`config.mk`:
```
export PLATFORM = sky130hd
export DESIGN_NAME = pipe_stage_skid_flat
export DESIGN_NICKNAME = d
export VERILOG_FILES = /design/src/rtl/pipe_pkg.sv /design/src/rtl/pipe_stage_skid_if.sv /design/src/rtl/pipe_stage_skid.sv /design/src/flat_wrapper.sv
export SDC_FILE = /design/constraint.sdc
export NUM_CORES = 1
export LEC_CHECK = 0
export CAP_MARGIN = 15
export CORE_UTILIZATION = 35
export CTS_BUF_LIST = sky130_fd_sc_hd__clkbuf_2 sky130_fd_sc_hd__clkbuf_4 sky130_fd_sc_hd__clkbuf_8
export CTS_CLUSTER_SIZE = 28
export DETAILED_ROUTE_END_ITERATION = 8
export GPL_TIMING_DRIVEN = 1
export SYNTH_ARGS = -nofsm -noshare
export SYNTH_HDL_FRONTEND = slang
export SYNTH_SLANG_ARGS = --single-unit
```
`constraint.sdc`:
```
create_clock -name CLK -period 9.4 [get_ports CLK]
set_clock_uncertainty 0.1 [all_clocks]
set_input_delay 1.88 -clock CLK [delete_from_list [all_inputs] [get_ports CLK]]
set_output_delay 1.88 -clock CLK [all_outputs]
set_load 0.03 [all_outputs]
```
`src/rtl/pipe_pkg.sv`:
```
// Shared definitions for pipeline-boundary registers: state encoding,
// MEM/WB payload layout and a helper that packs a MEM/WB bundle.
package pipe_pkg;

    // Default payload is the MEM/WB bundle
    localparam int unsigned MEMWB_DATA_W = 104;
    localparam int unsigned MEMWB_CTRL_W = 3;

    // Occupancy counter width (0..2 held beats)
    localparam int unsigned OCC_W = 2;

    // One-hot state encoding; the bit positions are decoded directly
    localparam int unsigned STATE_W      = 3;
    localparam int unsigned ST_EMPTY_BIT = 0;
    localparam int unsigned ST_ONE_BIT   = 1;
    localparam int unsigned ST_TWO_BIT   = 2;

    typedef logic [STATE_W-1:0] state_t;

    localparam state_t ST_EMPTY = 3'b001;
    localparam state_t ST_ONE   = 3'b010;
    localparam state_t ST_TWO   = 3'b100;

    // MEM/WB payload field offsets
    localparam int unsigned CTRL_LSB     = 0;
    localparam int unsigned WRITEREG_LSB = 3;
    localparam int unsigned PCPLUS4_LSB  = 8;
    localparam int unsigned READDATA_LSB = 40;
    localparam int unsigned ALUOUT_LSB   = 72;

    // Field widths of the MEM/WB bundle
    localparam int unsigned WORD_W     = 32;
    localparam int unsigned WRITEREG_W = 5;

    // Packs a MEM/WB bundle; control bits are {RegWrite, MemtoReg, JumpLink}
    function automatic logic [MEMWB_DATA_W-1:0] packMemWb(
        input logic [WORD_W-1:0]     aluOut,
        input logic [WORD_W-1:0]     readData,
        input logic [WORD_W-1:0]     pcPlus4,
        input logic [WRITEREG_W-1:0] writeReg,
        input logic                  regWrite,
        input logic                  memtoReg,
        input logic                  jumpLink
    );
        logic [MEMWB_DATA_W-1:0] r;
        r = '0;
        r[ALUOUT_LSB   +: WORD_W]       = aluOut;
        r[READDATA_LSB +: WORD_W]       = readData;
        r[PCPLUS4_LSB  +: WORD_W]       = pcPlus4;
        r[WRITEREG_LSB +: WRITEREG_W]   = writeReg;
        r[CTRL_LSB     +: MEMWB_CTRL_W] = {regWrite, memtoReg, jumpLink};
        return r;
    endfunction

endpackage

```
`src/rtl/pipe_stage_skid_if.sv`:
```
// Valid/ready handshake bundle for one pipeline boundary, plus the flush
// and occupancy sideband. slave = the stage register, master = its driver.
interface pipe_stage_skid_if
    import pipe_pkg::*;
#(
    parameter int unsigned DATA_W = MEMWB_DATA_W
);

    logic              flush;
    logic              in_valid;
    logic [DATA_W-1:0] in_data;
    logic              in_ready;
    logic              out_valid;
    logic [DATA_W-1:0] out_data;
    logic              out_ready;
    logic [OCC_W-1:0]  occupancy;

    modport slave (
        input  flush,
        input  in_valid,
        input  in_data,
        output in_ready,
        output out_valid,
        output out_data,
        input  out_ready,
        output occupancy
    );

    modport master (
        output flush,
        output in_valid,
        output in_data,
        input  in_ready,
        input  out_valid,
        input  out_data,
        output out_ready,
        input  occupancy
    );

endinterface

```
`src/rtl/pipe_stage_skid.sv`:
```
// Elastic pipeline-boundary register with a 2-entry skid buffer.
// in_ready and out_valid are straight decodes of the one-hot state flop,
// so no ready path is combinational from downstream.
module pipe_stage_skid
    import pipe_pkg::*;
#(
    parameter int unsigned DATA_W = MEMWB_DATA_W,
    parameter int unsigned CTRL_W = MEMWB_CTRL_W
) (
    input logic               CLK,
    input logic               RST,
    pipe_stage_skid_if.slave  bus
);

    state_t            stateQ;
    state_t            stateD;
    logic [DATA_W-1:0] mainQ;
    logic [DATA_W-1:0] skidQ;

    logic              loadMainIn;
    logic              loadMainSkid;
    logic              loadSkid;
    logic              inFire;
    logic              outFire;

    logic              inReady;
    logic              outValid;
    logic [OCC_W-1:0]  occupancy;
    logic [DATA_W-1:0] outData;

    // State register
    always_ff @(posedge CLK or posedge RST) begin
        if (RST) begin
            stateQ <= ST_EMPTY;
        end else begin
            stateQ <= stateD;
        end
    end

    // Next-state and storage-load decode; flush overrides everything
    always_comb begin
        stateD       = stateQ;
        loadMainIn   = 1'b0;
        loadMainSkid = 1'b0;
        loadSkid     = 1'b0;
        inFire       = bus.in_valid & inReady;
        outFire      = outValid & bus.out_ready;

        if (bus.flush) begin
            stateD = ST_EMPTY;
        end else begin
            case (stateQ)
                ST_EMPTY: begin
                    if (inFire) begin
                        stateD     = ST_ONE;
                        loadMainIn = 1'b1;
                    end
                end
                ST_ONE: begin
                    if (inFire && outFire) begin
                        loadMainIn = 1'b1;
                    end else if (inFire) begin
                        stateD   = ST_TWO;
                        loadSkid = 1'b1;
                    end else if (outFire) begin
                        stateD = ST_EMPTY;
                    end
                end
                ST_TWO: begin
                    // in_ready is low here, so only the drain can happen
                    if (outFire) begin
                        stateD       = ST_ONE;
                        loadMainSkid = 1'b1;
                    end
                end
                default: begin
                    stateD = ST_EMPTY;
                end
            endcase
        end
    end

    // Output decode from the state flop; control bits masked on bubbles
    always_comb begin
        inReady   = ~stateQ[ST_TWO_BIT];
        outValid  = ~stateQ[ST_EMPTY_BIT];
        occupancy = OCC_W'(0);
        if (stateQ[ST_ONE_BIT]) begin
            occupancy = OCC_W'(1);
        end
        if (stateQ[ST_TWO_BIT]) begin
            occupancy = OCC_W'(2);
        end
        outData = mainQ;
        for (int unsigned i = 0; i < CTRL_W; i++) begin
            outData[i] = mainQ[i] & outValid;
        end
    end

    // Payload storage: main drives the output, skid absorbs one stalled beat
    always_ff @(posedge CLK or posedge RST) begin
        if (RST) begin
            mainQ <= '0;
            skidQ <= '0;
        end else begin
            if (loadMainIn) begin
                mainQ <= bus.in_data;
            end else if (loadMainSkid) begin
                mainQ <= skidQ;
            end
            if (loadSkid) begin
                skidQ <= bus.in_data;
            end
        end
    end

    assign bus.in_ready  = inReady;
    assign bus.out_valid = outValid;
    assign bus.out_data  = outData;
    assign bus.occupancy = occupancy;

endmodule

```
`src/flat_wrapper.sv`:
```
// flat-port wrapper written by rule: the top's interface ports become plain ports
module pipe_stage_skid_flat import pipe_pkg::*;
#(
    parameter int unsigned DATA_W = MEMWB_DATA_W,
    parameter int unsigned CTRL_W = MEMWB_CTRL_W
)
  (CLK, RST, bus_flush, bus_in_valid, bus_in_data, bus_in_ready, bus_out_valid, bus_out_data, bus_out_ready, bus_occupancy);
  pipe_stage_skid_if #(.DATA_W(DATA_W)) bus_i ();
  input logic CLK;
  input logic RST;
  input wire logic [$bits(bus_i.flush)-1:0] bus_flush;
  input wire logic [$bits(bus_i.in_valid)-1:0] bus_in_valid;
  input wire logic [$bits(bus_i.in_data)-1:0] bus_in_data;
  output wire logic [$bits(bus_i.in_ready)-1:0] bus_in_ready;
  output wire logic [$bits(bus_i.out_valid)-1:0] bus_out_valid;
  output wire logic [$bits(bus_i.out_data)-1:0] bus_out_data;
  input wire logic [$bits(bus_i.out_ready)-1:0] bus_out_ready;
  output wire logic [$bits(bus_i.occupancy)-1:0] bus_occupancy;
  assign bus_i.flush = bus_flush;
  assign bus_i.in_valid = bus_in_valid;
  assign bus_i.in_data = bus_in_data;
  assign bus_in_ready = bus_i.in_ready;
  assign bus_out_valid = bus_i.out_valid;
  assign bus_out_data = bus_i.out_data;
  assign bus_i.out_ready = bus_out_ready;
  assign bus_occupancy = bus_i.occupancy;
  pipe_stage_skid #(.DATA_W(DATA_W), .CTRL_W(CTRL_W)) u_core (.CLK(CLK), .RST(RST), .bus(bus_i));
endmodule
```
Word-level counts from Yosys, hierarchy flattened
Cells that the tools add are included. Widths: inputs -> output; s select.

Register bits: 211. Input port bits: 109. Output and inout port bits: 108. Word-level logic and storage cells: 41.

Equal/unequal tests: 7. Muxes and demuxes: 21. Bitwise logic cells: 7. Reductions and logical operators: 3.

Operators with widths (count): $mux 104 (2); $mux 3 (6); $mux 1 (10); $pmux 3 s3 (1); $ne 3x2->1 const B (2); $and 1x1->1 (5); $ne 4x2->1 const B (1); $reduce_and 4->1 (1); $eq 3x1->1 const B (1); $eq 3x2->1 const B (1); $eq 3x3->1 const B (1); $ne 3x3->1 const B (1); $mux 2 (1); $not 1->1 (2); $pmux 1 s2 (1); $reduce_bool 2->1 (1); $logic_and 1x1->1 (1).

Logic depth before layout (Yosys ltp)
Gate-level depths: netlist of the first run.

Word-level depth: 7. Gate-level depth with buffers: 8. Gate-level depth less buffers: 4.

Least setup slack after synthesis of the first run
OpenSTA, ideal clock, no wires.

Path kind: in2reg. Start point: input bus_out_ready. End point: register u_core.mainQ[90]. Library setup time: 0.125 ns. Arrival time: 3.199 ns. Required time: 9.175 ns. Setup slack: 5.976 ns. Cell stages on the path: 7. Path buffers: 3. Path through: and3b_1 -> o2111a_1 -> buf_6 -> buf_12 -> buf_8 -> mux2_4 -> mux2_4.

Word-level cells in the longest chain between the ends: 6. Elaborated cells between the ends (all ways): 10. Those cells by class: mux (7); bitwise (1); reduce/logical (2).

Ends and longest elaborated chain: start, declared (line flat_wrapper.sv:17) `input wire logic [$bits(bus_i.out_ready)-1:0] bus_out_ready;`; $and 1x1->1 (*) (line pipe_stage_skid.sv:47) `outFire = outValid & bus.out_ready;`; $logic_and 1x1->1 (line pipe_stage_skid.sv:60) `if (inFire && outFire) begin`; $mux 1 (line pipe_stage_skid.sv:60); $pmux 1 s2 (line pipe_stage_skid.sv:52) `case (stateQ)`; $mux 1 (line pipe_stage_skid.sv:49) `if (bus.flush) begin`; $mux 104 or $reduce_bool 2->1 (tied branches); end signal, assigned (line pipe_stage_skid.sv:107) `mainQ <= bus.in_data;`; end signal, assigned (line pipe_stage_skid.sv:109) `mainQ <= skidQ;`; end, declared (line pipe_stage_skid.sv:17) `logic [DATA_W-1:0] mainQ;`.

Mark *: on every way between the ends. The rest lies on a longest branch, timed or not. A chain may end at the register's enable or synchronous reset.

Final worst setup path of the first run
Start point: input bus_out_ready. End point: register u_core.mainQ[48].

Same word-level chain as after synthesis.

==> results of run 1 <==
-- flip-flops by register name, summed over array words and instances, names as in the netlist --
| signal | count |
|---|---|
| u_core.skidQ | 104 |
| u_core.stateQ | 3 |
| u_core.mainQ | 104 |
-- Yosys cell counts, types with 2 or more instances --
library cell and count:
a21oi_1 3, and3b_1 2, buf_1 4, buf_2 15, buf_4 109, buf_6 3, buf_8 4, dfrtp_1 210
inv_1 5, mux2_2 214, mux2_4 96, nand2_1 3, nand2b_1 2, nand3_1 2, nor2b_1 5, nor3_1 2
-- power by group --
part	internal [W]	total (W)	switching [W]	leakage (nW)
clock network	0.000551	0.000932	0.000381	0.441
logic	0.000394	0.000737	0.000343	2.76
registers	0.00105	0.00112	0.0000734	2.84
total	0.00199	0.00279	0.000798	6.04
-- how the worst max path moves through the flow --
stage                     slack [ns]  cells past startpoint          start               end
after floorplan                 1.66                      1            RST   u_core.mainQ[0]
after global placement          4.12                      6  bus_out_ready  u_core.mainQ[98]
after detailed placement        4.09                      6  bus_out_ready  u_core.mainQ[48]
after CTS                       4.65                      6  bus_out_ready  u_core.mainQ[48]
after global routing            4.58                      6  bus_out_ready  u_core.mainQ[48]
final                           4.72                      6  bus_out_ready  u_core.mainQ[48]
-- through the flow --
| step | instances | area (sq um) | hold WS (ns) | utilization |
|---|---|---|---|---|
| 2_1_floorplan | 691 | 10400 | 0.373 | - |
| 3_3_place_gp | 1159 | 12000 | 0.383 | 0.416 |
| 3_5_place_dp | 1159 | 12000 | 0.388 | 0.416 |
| 4_1_cts | 1227 | 12900 | 0.401 | 0.445 |
| 5_1_grt | 1227 | 12900 | 0.409 | 0.445 |
| 6_report | 1227 | 12900 | 0.398 | 0.445 |
-- cell families after synthesis --
group | Yosys count | synth area share
AO/OA/AOI/OAI | 10 | 0.00700
flip-flops | 211 | 0.510
AND/OR/NAND/NOR | 18 | 0.0106
buffers and inverters | 142 | 0.101
multiplexers | 310 | 0.372
-- layer usage --
metal,global-route usage,part of all wire
met5,0,0
met4,0.0497,0.024
met3,0.0536,0.088
met2,0.206,0.43
met1,0.180,0.46
-- area by class of cell --
type	instances	area [sq um]	share of cell area
clock buffers	62	778	0.0604
repair buffers	221	2200	0.171
clock inverters	6	60.1	0.00466
well taps	384	480	0.0373
inverters	5	26.3	0.00204
multi-input cells	338	4060	0.315
flip-flops and latches	211	5280	0.410
-- critical path, cell delays in order --
cell	delay [ns]
clkdlybuf4s50_1	0.59
and3b_1	0.21
o2111a_4	0.83
buf_4	0.78
mux2_2	0.40
mux2_2	0.26
==> flow_summary_export.csv, run 1 <==
group,metric,value,unit
final_layout,area_delta_synth_final,24.4,%
final_layout,layout_common_cells,"clkdlybuf4s50_1 (216), mux2_2 (214), dfrtp_1 (210)",
yosys,synth_edf_count,0,
yosys,yosys_register_bits,211,
clock_network,htreeDepth,2,
clock_network,ctsHoldBuffers,0,
grt,grt.total_usage,0.138,
timing,setup_viol,0,
critical_path,crit_type,"primary input to register",
critical_path,worstPathRequired,9.70,ns
route,drc,0,
timing,report.final.hold_viol_count,0,
yosys,syn_area,10400,sq um
floorplanning,num_rows,62,
timing,worst_slack,4.72,ns
clock_network,clk_path_buf_depth,3,
grt,grt_pass1_wl,33100,microns
yosys,netlist.area_leader.share,0.507,
final_layout,drive_gt1_frac,0.461,
grt,grt_max_degree,142,
clock_network,clk_pin_slew,0.05,ns
critical_path,reg2reg_setup_slack,6.00,ns
placed_design,port_buffers,216,
critical_path,path_max_fanout,63,
grt,antenna_found_initial,0,
floorplanning,dieArea,30300,sq um
route,drt-pass1-iter-count,6,
yosys,synth-main-ff-cell,"dfrtp_1",
pwr,p_per_area,217,nW/um^2
final_layout,fillers,2618,
pwr,max-vdd-ir-drop,139,uV
clock_network,cts_buffers,40,
pwr,total_power,0.00279,W
floorplanning,core_area,28900,sq um
min_path,worstHoldStart,"u_core.mainQ[1]",
critical_path,end_kind,"register",
route,drt_iter0_drc,160,
clock_network,cts-resized-gates,0,
critical_path,reg2reg_from,"u_core.stateQ[0]",
clock_network,cts_tree,"built",
yosys,ys_seq_area_frac,0.510,
floorplanning,num_io_pins,217,
final_layout,diodes,0,
critical_path,crit_arrival,4.98,ns
outcome,status,"finished clean",
timing,finalCriticalPeriod,4.68,ns
placed_design,dp_hpwl,12700,microns
pwr,p_leak,6.04,nW
floorplanning,die_x,174,microns
yosys,synth_top_area_cell,"dfrtp_1",
grt,grt_pass1_vias,5997,
floorplanning,start_util,0.358,
yosys,ys_types,28,
min_path,hold_path_depth,1,
clock_network,cts_setup_buffers,0,
yosys,syn_avg_cell_area,15.0,sq um
yosys,syn_inst,691,
critical_path,worstReg2RegEnd,"u_core.mainQ[48]",
placed_design,dpl_worst_slack,4.09,ns
timing,period_share,0.498,
timing,maxSlewHeadroom,0.273,
timing,slew_violations,0,
yosys,ys_warn_count,0,
route,detail_route.wl_per_cell,16.8,microns
yosys,synth.area.top_cells,"dfrtp_1 (51%), mux2_2 (23%), mux2_4 (14%)",
route,wl,20600,microns
clock_network,clockRootBuffer,"clkbuf_8",
final_layout,finalNetCount,926,
timing,rsz0062_at_grt,"no",
clock_network,clock_latency,0.53,ns
route,ant_nets,0,
timing,tns,0,ns
min_path,hold_path.class,"register to register",
yosys,synth_nets,800,
final_layout,layout_commonest_cell,"clkdlybuf4s50_1",
critical_path,crit_path_start_kind,"primary input",
timing,maxClockFrequency,214,MHz
min_path,hold_path_end,"u_core.mainQ[1]",
route,routed_via_density,4.53,
critical_path,reg2reg_depth,5,
flow_run,drv_cap,0,
floorplanning,die_h,174,microns
route,num_vias,5555,
yosys,synthArstFlopShare,1.00,
placed_design,globalplace.congestion,0.694,
clock_network,clock_sinks,211,
timing,tightest_slew,1.09,ns
grt,overflow,0,
Note: power is estimated with default switching activity, not from simulation.
==> run 2: changes to the inputs <==
Clock period 9.4 ns to 4.6 ns, I/O delays scaled along.
==> run 2 against run 1 <==
Non-clock buffer count increased by 6. First-iteration DRC count decreased by 4.4%. Sequential cell count unchanged. Core utilization increased by 0.18 points. Final area increased by 0.41%. Sequential power increased by 110%. Sequential share of layout area decreased by 0.17 points. Total power increased by 100%. Worst hold slack improved by 0.00088 ns. Die area unchanged. Critical path depth decreased by 4. Count of clock-buffer cells in the layout increased by 2.
==> flow_summary_export.csv, run 2 (synthesis gave the netlist of run 1 again) <==
group,metric,value,unit
timing,tns,0,ns
route,detail_route.wl_per_cell,16.6,microns
timing,maxSlewHeadroom,0.517,
critical_path,crit_arrival,1.97,ns
floorplanning,core_area,28900,sq um
clock_network,cts_tree,"built",
route,routed_via_density,4.52,
timing,tightest_slew,0.725,ns
pwr,p_per_area,433,nW/um^2
grt,grt_max_degree,74,
clock_network,clk_pin_slew,0.06,ns
timing,rsz0062_at_grt,"no",
placed_design,globalplace.congestion,0.667,
clock_network,htreeDepth,2,
timing,maxClockFrequency,335,MHz
pwr,seqPwrFrac,0.410,
clock_network,clock_sinks,211,
route,drt-pass1-iter-count,4,
flow_run,drv_cap,0,
critical_path,end_kind,"primary output",
critical_path,worstPathRequired,3.58,ns
placed_design,port_buffers,216,
final_layout,finalNetCount,931,
grt,grt_pass1_wl,33500,microns
critical_path,crit_type,"register to primary output",
clock_network,clock_latency,0.51,ns
final_layout,layout_commonest_cell,"clkdlybuf4s50_1",
clock_network,clockRootBuffer,"clkbuf_8",
critical_path,crit_path_start_kind,"register",
final_layout,drive_gt1_frac,0.464,
timing,slew_violations,0,
floorplanning,die_x,174,microns
clock_network,cts_setup_buffers,0,
floorplanning,start_util,0.358,
min_path,hold_path_depth,1,
grt,overflow,0,
pwr,max-vdd-ir-drop,226,uV
timing,setup_viol,0,
min_path,hold_path.class,"register to register",
pwr,p_sw_frac,0.285,
floorplanning,num_rows,62,
final_layout,area_delta_synth_final,24.9,%
critical_path,path_max_fanout,5,
timing,hold_slack,0.399,ns
final_layout,reg_top3,"u_core.mainQ: 104 flops, u_core.skidQ: 104 flops, u_core.stateQ: 3 flops",
placed_design,dp_hpwl,13200,microns
floorplanning,num_io_pins,217,
timing,period_share,0.649,
timing,report.final.hold_viol_count,0,
pwr,p_leak,6.07,nW
final_layout,fillers,2625,
route,drc,0,
route,ant_nets,0,
grt,grt_pass1_vias,6016,
clock_network,ctsHoldBuffers,0,
pwr,pwr-share-clk,0.321,
critical_path,reg2reg_depth,5,
grt,grt.total_usage,0.138,
route,drt_iter0_drc,153,
outcome,status,"finished clean",
clock_network,cts_buffers,39,
timing,finalCriticalPeriod,2.99,ns
clock_network,cts-resized-gates,0,
pwr,power_frac_comb,0.269,
final_layout,layout_common_cells,"clkdlybuf4s50_1 (216), mux2_2 (214), dfrtp_1 (210)",
clock_network,clk_path_buf_depth,3,
floorplanning,die_h,174,microns
grt,antenna_found_initial,3,
pwr,switchingPower,0.00160,W
route,num_vias,5564,
floorplanning,dieArea,30300,sq um
route,wl,20500,microns
pwr,p_int,0.00401,W
## run 2: changes by cell type in the layout (fill, tap and decap cells not counted), sizes merged
cell,change
bufinv,-1
clkinvlp,-1
clkbuf,+2
clkinv,-1
buf,+6
diode,+1
inv,-1
## run 2: cell type report
class / count / area (sq um) / share of cell area
sequential: 211 / 5280 / 0.408
multi-input combinational: 338 / 4060 / 0.314
clock inverter: 2 / 10.0 / 0.000774
timing repair buffer: 227 / 2310 / 0.178
inverter: 5 / 22.5 / 0.00174
tap: 384 / 480 / 0.0371
antenna: 1 / 2.50 / 0.000193
clock buffer: 64 / 774 / 0.0599
## run 2: critical path, cell delays in order (launching register included)
cell and delay, ns:
dfrtp_1 0.43, nor2b_1 0.26, clkdlybuf4s50_1 0.76
## run 2: stage by stage
stage	setup slack [ns]	utilization	area (sq um)	power, W	cells
2_1_floorplan	0.839	-	10400	0.00352	691
3_3_place_gp	1.15	0.420	12200	0.00384	1165
3_5_place_dp	1.12	0.420	12200	0.00386	1165
4_1_cts	1.53	0.447	12900	0.00574	1231
5_1_grt	1.52	0.447	12900	0.00592	1231
6_report	1.61	0.447	12900	0.00561	1232
## run 2: worst paths after layout
check	start	to	slack (ns)
setup / recovery	u_core.stateQ[1]	bus_occupancy[0]	1.61
hold reg to reg	u_core.mainQ[0]	u_core.mainQ[0]	0.40
min in group asynchronous	RST	u_core.stateQ[2]	0.67
hold / removal	u_core.mainQ[0]	u_core.mainQ[0]	0.40
max in group asynchronous	RST	u_core.skidQ[38]	2.69
setup reg to reg	u_core.stateQ[0]	u_core.mainQ[15]	1.98
## run 2: metal layers
layer	wire length, microns	part of all wire	track usage
met4	515	0.025	0.0450
met2	8930	0.44	0.209
met5	34	0.0017	0
met1	9290	0.45	0.181
met3	1740	0.085	0.0523
## run 2: power by group through the flow
stage,sequential (W),clock (W),combinational (W)
after floorplan,0.00228,0,0.00124
after global placement,0.00232,0,0.00152
after detailed placement,0.00233,0,0.00153
after CTS,0.00230,0.00190,0.00153
after global routing,0.00234,0.00198,0.00159
final,0.00230,0.00180,0.00151
